### src/rtl/divmod_pkg.sv
// Shared definitions for the sequential divider: FSM encoding, default width,
// and the two's-complement negate used on operands and results.
package divmod_pkg;

  typedef enum logic [1:0] {
    IDLE = 2'd0,
    CALC = 2'd1,
    FIX  = 2'd2,
    DONE = 2'd3
  } state_t;

  localparam int DEFAULT_WIDTH = 32;

  // Widest operand the negate helper supports; callers size-cast in and out.
  localparam int MAX_WIDTH = 128;

  // Truncating the result to N bits gives the correct N-bit two's-complement negate.
  function automatic logic [MAX_WIDTH-1:0] twos_neg(input logic [MAX_WIDTH-1:0] v);
    return ~v + MAX_WIDTH'(1);
  endfunction

endpackage

### src/rtl/divmod_seq_if.sv
// Request/response bundle between an arithmetic client (master) and the divider (slave).
interface divmod_seq_if
  import divmod_pkg::*;
#(
  parameter int WIDTH = DEFAULT_WIDTH
);
  logic             in_valid;
  logic             in_ready;
  logic [WIDTH-1:0] A;
  logic [WIDTH-1:0] B;
  logic             is_signed;
  logic             abort;
  logic             out_valid;
  logic             out_ready;
  logic [WIDTH-1:0] quotient;
  logic [WIDTH-1:0] remainder;
  logic             div_zero;

  modport master (
    output in_valid, A, B, is_signed, abort, out_ready,
    input  in_ready, out_valid, quotient, remainder, div_zero
  );

  modport slave (
    input  in_valid, A, B, is_signed, abort, out_ready,
    output in_ready, out_valid, quotient, remainder, div_zero
  );
endinterface

### src/rtl/divmod_step.sv
// One radix-2 restoring iteration on unsigned magnitudes: shift {rem,quo} left,
// try subtracting the divisor, keep the difference only when it stays non-negative.
module divmod_step
  import divmod_pkg::*;
#(
  parameter int WIDTH = DEFAULT_WIDTH
) (
  input  logic [WIDTH-1:0] rem,
  input  logic [WIDTH-1:0] quo,
  input  logic [WIDTH-1:0] divisor,
  output logic [WIDTH-1:0] rem_next,
  output logic [WIDTH-1:0] quo_next
);

  logic [WIDTH:0] rem_sh;
  logic [WIDTH:0] trial;

  // rem < divisor on entry, so rem_sh < 2*divisor and bit WIDTH of trial is a true sign.
  assign rem_sh   = {rem, quo[WIDTH-1]};
  assign trial    = rem_sh - {1'b0, divisor};
  assign rem_next = trial[WIDTH] ? rem_sh[WIDTH-1:0] : trial[WIDTH-1:0];
  assign quo_next = {quo[WIDTH-2:0], ~trial[WIDTH]};

endmodule

### src/rtl/divmod_seq.sv
// Sequential signed/unsigned divider: one quotient bit per clock, sign fix-up
// cycle, registered results held in DONE until the consumer takes them.
module divmod_seq
  import divmod_pkg::*;
#(
  parameter  int WIDTH = DEFAULT_WIDTH,
  localparam int CNT_W = $clog2(WIDTH) + 1
) (
  input logic         clk,
  input logic         resetn,
  divmod_seq_if.slave bus
);

  state_t           state, state_nxt;
  logic [CNT_W-1:0] cnt;
  logic [WIDTH-1:0] rem, quo, divisor;
  logic [WIDTH-1:0] rem_step, quo_step;
  logic             neg_q, neg_r, dz;
  logic [WIDTH-1:0] q_out, r_out;
  logic             dz_out;

  logic             a_neg, b_neg, b_zero, last_iter;
  logic [WIDTH-1:0] abs_a, abs_b;

  function automatic logic [WIDTH-1:0] neg_w(input logic [WIDTH-1:0] v);
    return WIDTH'(twos_neg(MAX_WIDTH'(v)));
  endfunction

  assign a_neg     = bus.is_signed & bus.A[WIDTH-1];
  assign b_neg     = bus.is_signed & bus.B[WIDTH-1];
  assign b_zero    = (bus.B == '0);
  assign abs_a     = a_neg ? neg_w(bus.A) : bus.A;
  assign abs_b     = b_neg ? neg_w(bus.B) : bus.B;
  assign last_iter = (cnt == CNT_W'(WIDTH - 1));

  divmod_step #(.WIDTH(WIDTH)) u_step (
    .rem      (rem),
    .quo      (quo),
    .divisor  (divisor),
    .rem_next (rem_step),
    .quo_next (quo_step)
  );

  // NOTE: state registers use non-blocking assignments so every flop samples
  // pre-edge values regardless of the order the always blocks are evaluated.
  always_ff @(posedge clk or negedge resetn) begin
    if (!resetn) state <= IDLE;
    else         state <= state_nxt;
  end

  // NOTE: next-state gets its default first so no path leaves it unassigned,
  // which would otherwise infer a latch.
  always_comb begin
    state_nxt = state;
    if (bus.abort) begin
      state_nxt = IDLE;
    end else begin
      case (state)
        IDLE:    if (bus.in_valid) state_nxt = b_zero ? FIX : CALC;
        CALC:    if (last_iter) state_nxt = FIX;
        FIX:     state_nxt = DONE;
        DONE:    if (bus.out_ready) state_nxt = IDLE;
        default: state_nxt = IDLE;
      endcase
    end
  end

  always_ff @(posedge clk or negedge resetn) begin
    if (!resetn) begin
      cnt     <= '0;
      rem     <= '0;
      quo     <= '0;
      divisor <= '0;
      neg_q   <= 1'b0;
      neg_r   <= 1'b0;
      dz      <= 1'b0;
      q_out   <= '0;
      r_out   <= '0;
      dz_out  <= 1'b0;
    end else if (bus.abort) begin
      cnt     <= '0;
      rem     <= '0;
      quo     <= '0;
      divisor <= '0;
      neg_q   <= 1'b0;
      neg_r   <= 1'b0;
      dz      <= 1'b0;
      q_out   <= '0;
      r_out   <= '0;
      dz_out  <= 1'b0;
    end else begin
      case (state)
        IDLE: begin
          if (bus.in_valid) begin
            cnt     <= '0;
            rem     <= '0;
            // On divide-by-zero quo carries the raw dividend straight to the remainder output.
            quo     <= b_zero ? bus.A : abs_a;
            divisor <= abs_b;
            neg_q   <= a_neg ^ b_neg;
            neg_r   <= a_neg;
            dz      <= b_zero;
          end
        end
        CALC: begin
          rem <= rem_step;
          quo <= quo_step;
          cnt <= cnt + CNT_W'(1);
        end
        FIX: begin
          if (dz) begin
            q_out  <= '1;
            r_out  <= quo;
            dz_out <= 1'b1;
          end else begin
            q_out  <= neg_q ? neg_w(quo) : quo;
            r_out  <= neg_r ? neg_w(rem) : rem;
            dz_out <= 1'b0;
          end
        end
        DONE: begin
          if (bus.out_ready) begin
            q_out  <= '0;
            r_out  <= '0;
            dz_out <= 1'b0;
          end
        end
        default: ;
      endcase
    end
  end

  assign bus.in_ready  = (state == IDLE);
  assign bus.out_valid = (state == DONE);
  assign bus.quotient  = q_out;
  assign bus.remainder = r_out;
  assign bus.div_zero  = dz_out;

endmodule

### src/flat_wrapper.sv
// flat-port wrapper written by rule: the top's interface ports become plain ports
module divmod_seq_flat import divmod_pkg::*;
#(
  parameter  int WIDTH = DEFAULT_WIDTH,
  localparam int CNT_W = $clog2(WIDTH) + 1
)
  (clk, resetn, bus_in_valid, bus_A, bus_B, bus_is_signed, bus_abort, bus_out_ready, bus_in_ready, bus_out_valid, bus_quotient, bus_remainder, bus_div_zero);
  divmod_seq_if #(.WIDTH(WIDTH)) bus_i ();
  input logic clk;
  input logic resetn;
  input wire logic [$bits(bus_i.in_valid)-1:0] bus_in_valid;
  input wire logic [$bits(bus_i.A)-1:0] bus_A;
  input wire logic [$bits(bus_i.B)-1:0] bus_B;
  input wire logic [$bits(bus_i.is_signed)-1:0] bus_is_signed;
  input wire logic [$bits(bus_i.abort)-1:0] bus_abort;
  input wire logic [$bits(bus_i.out_ready)-1:0] bus_out_ready;
  output wire logic [$bits(bus_i.in_ready)-1:0] bus_in_ready;
  output wire logic [$bits(bus_i.out_valid)-1:0] bus_out_valid;
  output wire logic [$bits(bus_i.quotient)-1:0] bus_quotient;
  output wire logic [$bits(bus_i.remainder)-1:0] bus_remainder;
  output wire logic [$bits(bus_i.div_zero)-1:0] bus_div_zero;
  assign bus_i.in_valid = bus_in_valid;
  assign bus_i.A = bus_A;
  assign bus_i.B = bus_B;
  assign bus_i.is_signed = bus_is_signed;
  assign bus_i.abort = bus_abort;
  assign bus_i.out_ready = bus_out_ready;
  assign bus_in_ready = bus_i.in_ready;
  assign bus_out_valid = bus_i.out_valid;
  assign bus_quotient = bus_i.quotient;
  assign bus_remainder = bus_i.remainder;
  assign bus_div_zero = bus_i.div_zero;
  divmod_seq #(.WIDTH(WIDTH)) u_core (.clk(clk), .resetn(resetn), .bus(bus_i));
endmodule
### config.mk
export PLATFORM = sky130hd
export DESIGN_NAME = divmod_seq_flat
export DESIGN_NICKNAME = d
export VERILOG_FILES = /design/src/rtl/divmod_pkg.sv /design/src/rtl/divmod_seq_if.sv /design/src/rtl/divmod_step.sv /design/src/rtl/divmod_seq.sv /design/src/flat_wrapper.sv
export SDC_FILE = /design/constraint.sdc
export NUM_CORES = 1
export LEC_CHECK = 0
export ABC_AREA = 1
export CAP_MARGIN = 10
export CORE_UTILIZATION = 35
export CTS_CLUSTER_SIZE = 12
export DETAILED_ROUTE_END_ITERATION = 7
export GPL_TIMING_DRIVEN = 1
export PLACE_DENSITY_LB_ADDON = 0.25
export SYNTH_ARGS = -nofsm -noshare
export SYNTH_HDL_FRONTEND = slang
export SYNTH_SLANG_ARGS = --single-unit
### constraint.sdc
create_clock -name clk -period 6 [get_ports clk]
set_clock_uncertainty 0.2 [all_clocks]
set_input_delay 0.9 -clock clk [delete_from_list [all_inputs] [get_ports clk]]
set_output_delay 0.9 -clock clk [all_outputs]
set_load 0.02 [all_outputs]
# == After elaboration in Yosys (flattened, before gate mapping) ==
# Index checks and enable logic that the tools add are counted.
# word_totals
output_inout_bits,67
ff_bits,172
# classes
addsub,6
reduce_logical,10
n_eq_ne,7
bitwise,8
mux,44
# op_table
cell,n
two-way mux 32 bit,18
one-hot mux 32 bit (2 select lines),4
"adder 32 x 1 -> 32 bit, second input constant",4
NOT 32 bit,4
subtractor 33 x 32 -> 33 bit,1
logical NOT 32 bit,1
two-way mux 1 bit,12
two-way mux 6 bit,2
one-hot mux 6 bit (2 select lines),1
two-way mux 2 bit,5
one-hot mux 2 bit (4 select lines),1
"adder 6 x 1 -> 6 bit, second input constant",1
"== test 6 x 5 -> 1 bit, second input constant",1
"!= test 3 bit, second input constant",2
AND reduction 2 bit,3
nonzero test 3 bit,2
"== test 2 bit, second input constant",2
nonzero test 2 bit,2
"!= test 3 x 2 -> 1 bit, second input constant",1
AND reduction 3 bit,1
AND 1 bit,2
"== test 2 x 1 -> 1 bit, second input constant",1
logical NOT 2 bit,1
one-hot mux 1 bit (2 select lines),1
2 further kinds,2

# == Logic depth before layout (Yosys ltp) ==
# depth
word_depth,7
ltp_mapped,18
depth_no_buf,17

# == Hierarchy ==
# Synthesis repeated with hierarchy kept, for this count alone.
# hier_totals
hier_cells,2349
hier_area_um2,14458.9
# modules_own_cells
module,n_inst,cells_per_inst,seq_area_each_um2,area_per_inst_um2
divmod_seq,1,1637,4304.1,10975.5
divmod_step,1,712,0.0,3483.3

# == Worst setup path before layout ==
# Ideal clock, no wire load.
# synth_timing
path_kind,input-to-reg
from,input bus_B[0]
to,register u_core.quo[1]
arrival_time_ns,2.252
path_slack_ns,3.425
path_stages,12
path_buffers,1
cell_sequence,inv_1 -> ha_1 -> inv_1 -> nor2_1 -> nand3_1 -> nor3_4 -> nand4_2 -> buf_2 -> nand3_1 -> nand2_1 -> o21ai_1 -> o21ai_1
# synth_between
elab_chain_cells,5
# synth_rtl
item,line_no,text
"start, declared",flat_wrapper.sv:13,input wire logic [$bits(bus_i.B)-1:0] bus_B;
logical NOT 32 bit,divmod_seq.sv:31,assign b_zero = (bus.B == '0);
two-way mux 32 bit,divmod_seq.sv:98,quo <= b_zero ? bus.A : abs_a;
two-way mux 32 bit,divmod_seq.sv:94,if (bus.in_valid) begin
one-hot mux 32 bit (2 select lines),divmod_seq.sv:92,case (state)
two-way mux 32 bit,divmod_seq.sv:80,end else if (bus.abort) begin
"end signal, assigned",divmod_seq.sv:98,
"end signal, assigned",divmod_seq.sv:107,quo <= quo_step;
"end, declared",divmod_seq.sv:16,"logic [WIDTH-1:0] rem, quo, divisor;"
# No other way between the ends. The select of a mux whose other input is x is not followed.
# A chain may end at the register's enable or synchronous reset.

# == Worst setup path after layout ==
# layout_timing
from,input bus_abort
to,register u_core.divisor[31]
# layout_between
elab_chain_cells,2
# layout_rtl
item,line_no,text
"start, declared",flat_wrapper.sv:15,input wire logic [$bits(bus_i.abort)-1:0] bus_abort;
nonzero test 2 bit (no source line),-,
AND reduction 2 bit (no source line),-,
"end signal, assigned",divmod_seq.sv:99,divisor <= abs_b;
"end, declared",divmod_seq.sv:16,
# Several ways; a longest one is shown, not always the timed one.

==> results.md <==
* Status: completed
* DRC Markers at 0
* Synth Net Count at 2364
* Worst hold path type: reg2reg
* CP Data Required Time at 6.11 ns
* Routed wire length at 48840 um
* Die Footprint at 0.04065 mm2
* Kind of cell adding the most delay to the critical path: buffers and inverters
* Antenna cells at 0
* Layout Nets at 2454
* Gr usage total at 24.10%
* Reg clk slew, reported paths at 0.07 ns
* Synth Instances at 2252
* Max Fclk at 253.3 MHz
* Antenna violations before repair at 0
* Number of I/O pins at 137
* Total chip power at 4652 uW
* Most used cell, CP: inv_1
* Vias in the first global route at 13910
* Via/cell ratio at 5.199
* Most frequent cells after synthesis: nand2_1 (773), inv_1 (306), nand3_1 (238)
* Cell Chain, Critical Path: clkdlybuf4s50_1 > a21oi_1 > inv_1 > nand2_1 > inv_1 > nand4_1 > o21ai_0
* Setup crit start kind: input pin
* Post-synth ARST share at 100.0%
* Synthesis Warnings at 0
* Most used flip-flop cell after synthesis: dfrtp_1
* Routed wire per std cell at 17.00 um
* Synthesized area at 0.01395 mm2
* Initial Utilization at 35.75%
* Delay of the slowest critical-path stage at 0.66 ns
* Slew Limit Headroom at 23.06%
* R2r worst-path depth at 17
* Register area share after synthesis at 30.86%
* Yosys top cell area share at 30.86%
* Final setup TNS at 0 ns
* Via count at 14940
* CTS tree: done
* TritonRoute pass-1 iters at 6
* Hold path depth at 2
* # setup viols final at 0
* Synth Register Bits at 172
* Count leader, synth: nand2_1
* WP data arrival at 4.06 ns
* CTS resizes at 0
* CP Depth at 7
* GPL Wtd Cong at 0.9330
* Clk_lat worst skew at 0.47 ns
* RSZ-0062 raised after global routing: false
* Area contributors post-synth: dfrtp_1 (31%), nand2_1 (21%), nand3_1 (8.5%)
* Cts bufs inserted at 17
* Setup CP Type: in2reg
* Number of post-CTS setup repair buffers at 0
* Port bufs at 136
* GRT overflow at 0
* Synth Area per Inst at 6.193 um2
* # rows at 72
* Number of synthesized flops with an enable pin at 0
* Crit path max fanout at 30
* CP endpoint kind: flop
* CTS Root Cell: clkbuf_16
* Final Hold Viols at 0
* P_leak at 0.008698 uW
* Die Y at 201.6 um
* First-pass GRT wire length at 76730 um
* Final Max Tran Viols at 0
* Buf/Inv on CP at 3
* H-tree levels at 4
* Worst slew pin tran at 1.153 ns
* Area delta synth->final at 16.69%
* Detailed Place HPWL at 37670 um
* First DRT Iteration DRCs at 1590
* Max Cap Violations at 0
* Final critical-path required period at 3.948 ns
* Power per cell area at 285.9 mW/mm2
* Die W at 201.6 um
* Cell taking the most area after synthesis: dfrtp_1
* Synth unique cells at 55
* Slowest CP cell: a21oi_1
* Fill cells at 4139
* Clk buf depth at 2
* Final period utilization at 65.80%
* Core Box Area at 0.03901 mm2
* CTS Hold Bufs at 0
* Largest net degree at the start of global routing at 173
* ANT nets after route at 0
* Worst vdd ir at 0.2503 mV
* Clk sinks at 172
* Layout cells sized above 1 at 3.864%
## kinds of logic after synthesis
kind of cell,Yosys count,share of synthesized area [%]
adders and majority gates,42,3.822
muxes,1,0.07178
AOI/OAI and AO/OA,297,12.00
buffers and inverters,390,11.01
xor gates and xnor gates,31,1.947
and+or+nand+nor,1319,40.29
DFF,172,30.86
## through the flow
step / cells / area (um2) / utilization [%] / setup WS, ns / hold WS, ns
final: 2873 / 16270 / 41.72 / 2.052 / 0.2829
after detailed placement: 2841 / 15730 / 40.32 / 1.546 / 0.2699
after global placement: 2841 / 15730 / 40.32 / 1.654 / 0.2672
after global routing: 2873 / 16270 / 41.72 / 1.702 / 0.3062
after floorplan: 2252 / 13950 / - / 3.425 / 0.2491
after CTS: 2873 / 16270 / 41.72 / 2.049 / 0.2864
## worst paths after layout
check                                         startpoint                        to  slack [ns]
min in group asynchronous                         resetn        u_core.divisor[17]        0.31
worst min-delay path            u_core.bus.remainder[15]  u_core.bus.remainder[15]        0.28
worst min register to register  u_core.bus.remainder[15]  u_core.bus.remainder[15]        0.28
max in group asynchronous                         resetn  u_core.bus.remainder[25]        4.46
worst max register to register            u_core.quo[31]            u_core.rem[10]        2.17
worst max-delay path                           bus_abort        u_core.divisor[31]        2.05
## worst reg2reg max path, delay by kind of cell, from the launching register on
kind,cells,cell delay (ns)
flip-flops,1,0.36
buffers and inverters,2,0.24
adder cells (fa/ha/maj),2,0.65
AND/OR/NAND/NOR,13,2.28
## cell type report
| cell class | count | area [um2] | area share [%] |
|---|---|---|---|
| multi-input combinational | 1690 | 8128 | 49.95 |
| sequential | 172 | 4304 | 26.45 |
| timing repair buffer | 150 | 1480 | 9.096 |
| inverter | 311 | 1167 | 7.174 |
| tap | 518 | 648.1 | 3.983 |
| clock buffer | 19 | 432.9 | 2.660 |
| clock inverter | 13 | 112.6 | 0.6920 |
## placed cells by master, fill, tap and decap left out, types with 41 or more instances in the layout
master             n
inv_1            305
clkdlybuf4s50_1  135
ha_1              41
a21oi_1          130
nand2_1          773
nand3_1          238
nand4_1           47
o21ai_0           83
nor2_1           182
dfrtp_1          172
## layer usage
layer  vias to the layer above  GRT usage, %  routed length (um)
li1                       7431             -                   -
met1                      6970         33.88               22720
met2                       482         38.12               22330
met3                        55         3.531                2868
met4                         0         7.089                 919
met5                         -             0                   0
## where the power goes
group | internal [uW] | switching [uW] | total, uW
sequential | 1340 | 217 | 1560
clock | 539 | 531 | 1070
combinational | 604 | 1420 | 2020
## registers in the layout, indices dropped and copies added (netlist names), 2 cells and up
register,flops
u_core.divisor,32
u_core.bus.remainder,32
u_core.cnt,6
u_core.quo,32
u_core.rem,32
u_core.state,2
u_core.bus.quotient,32
No activity file was read; power rests on OpenSTA's default activity.
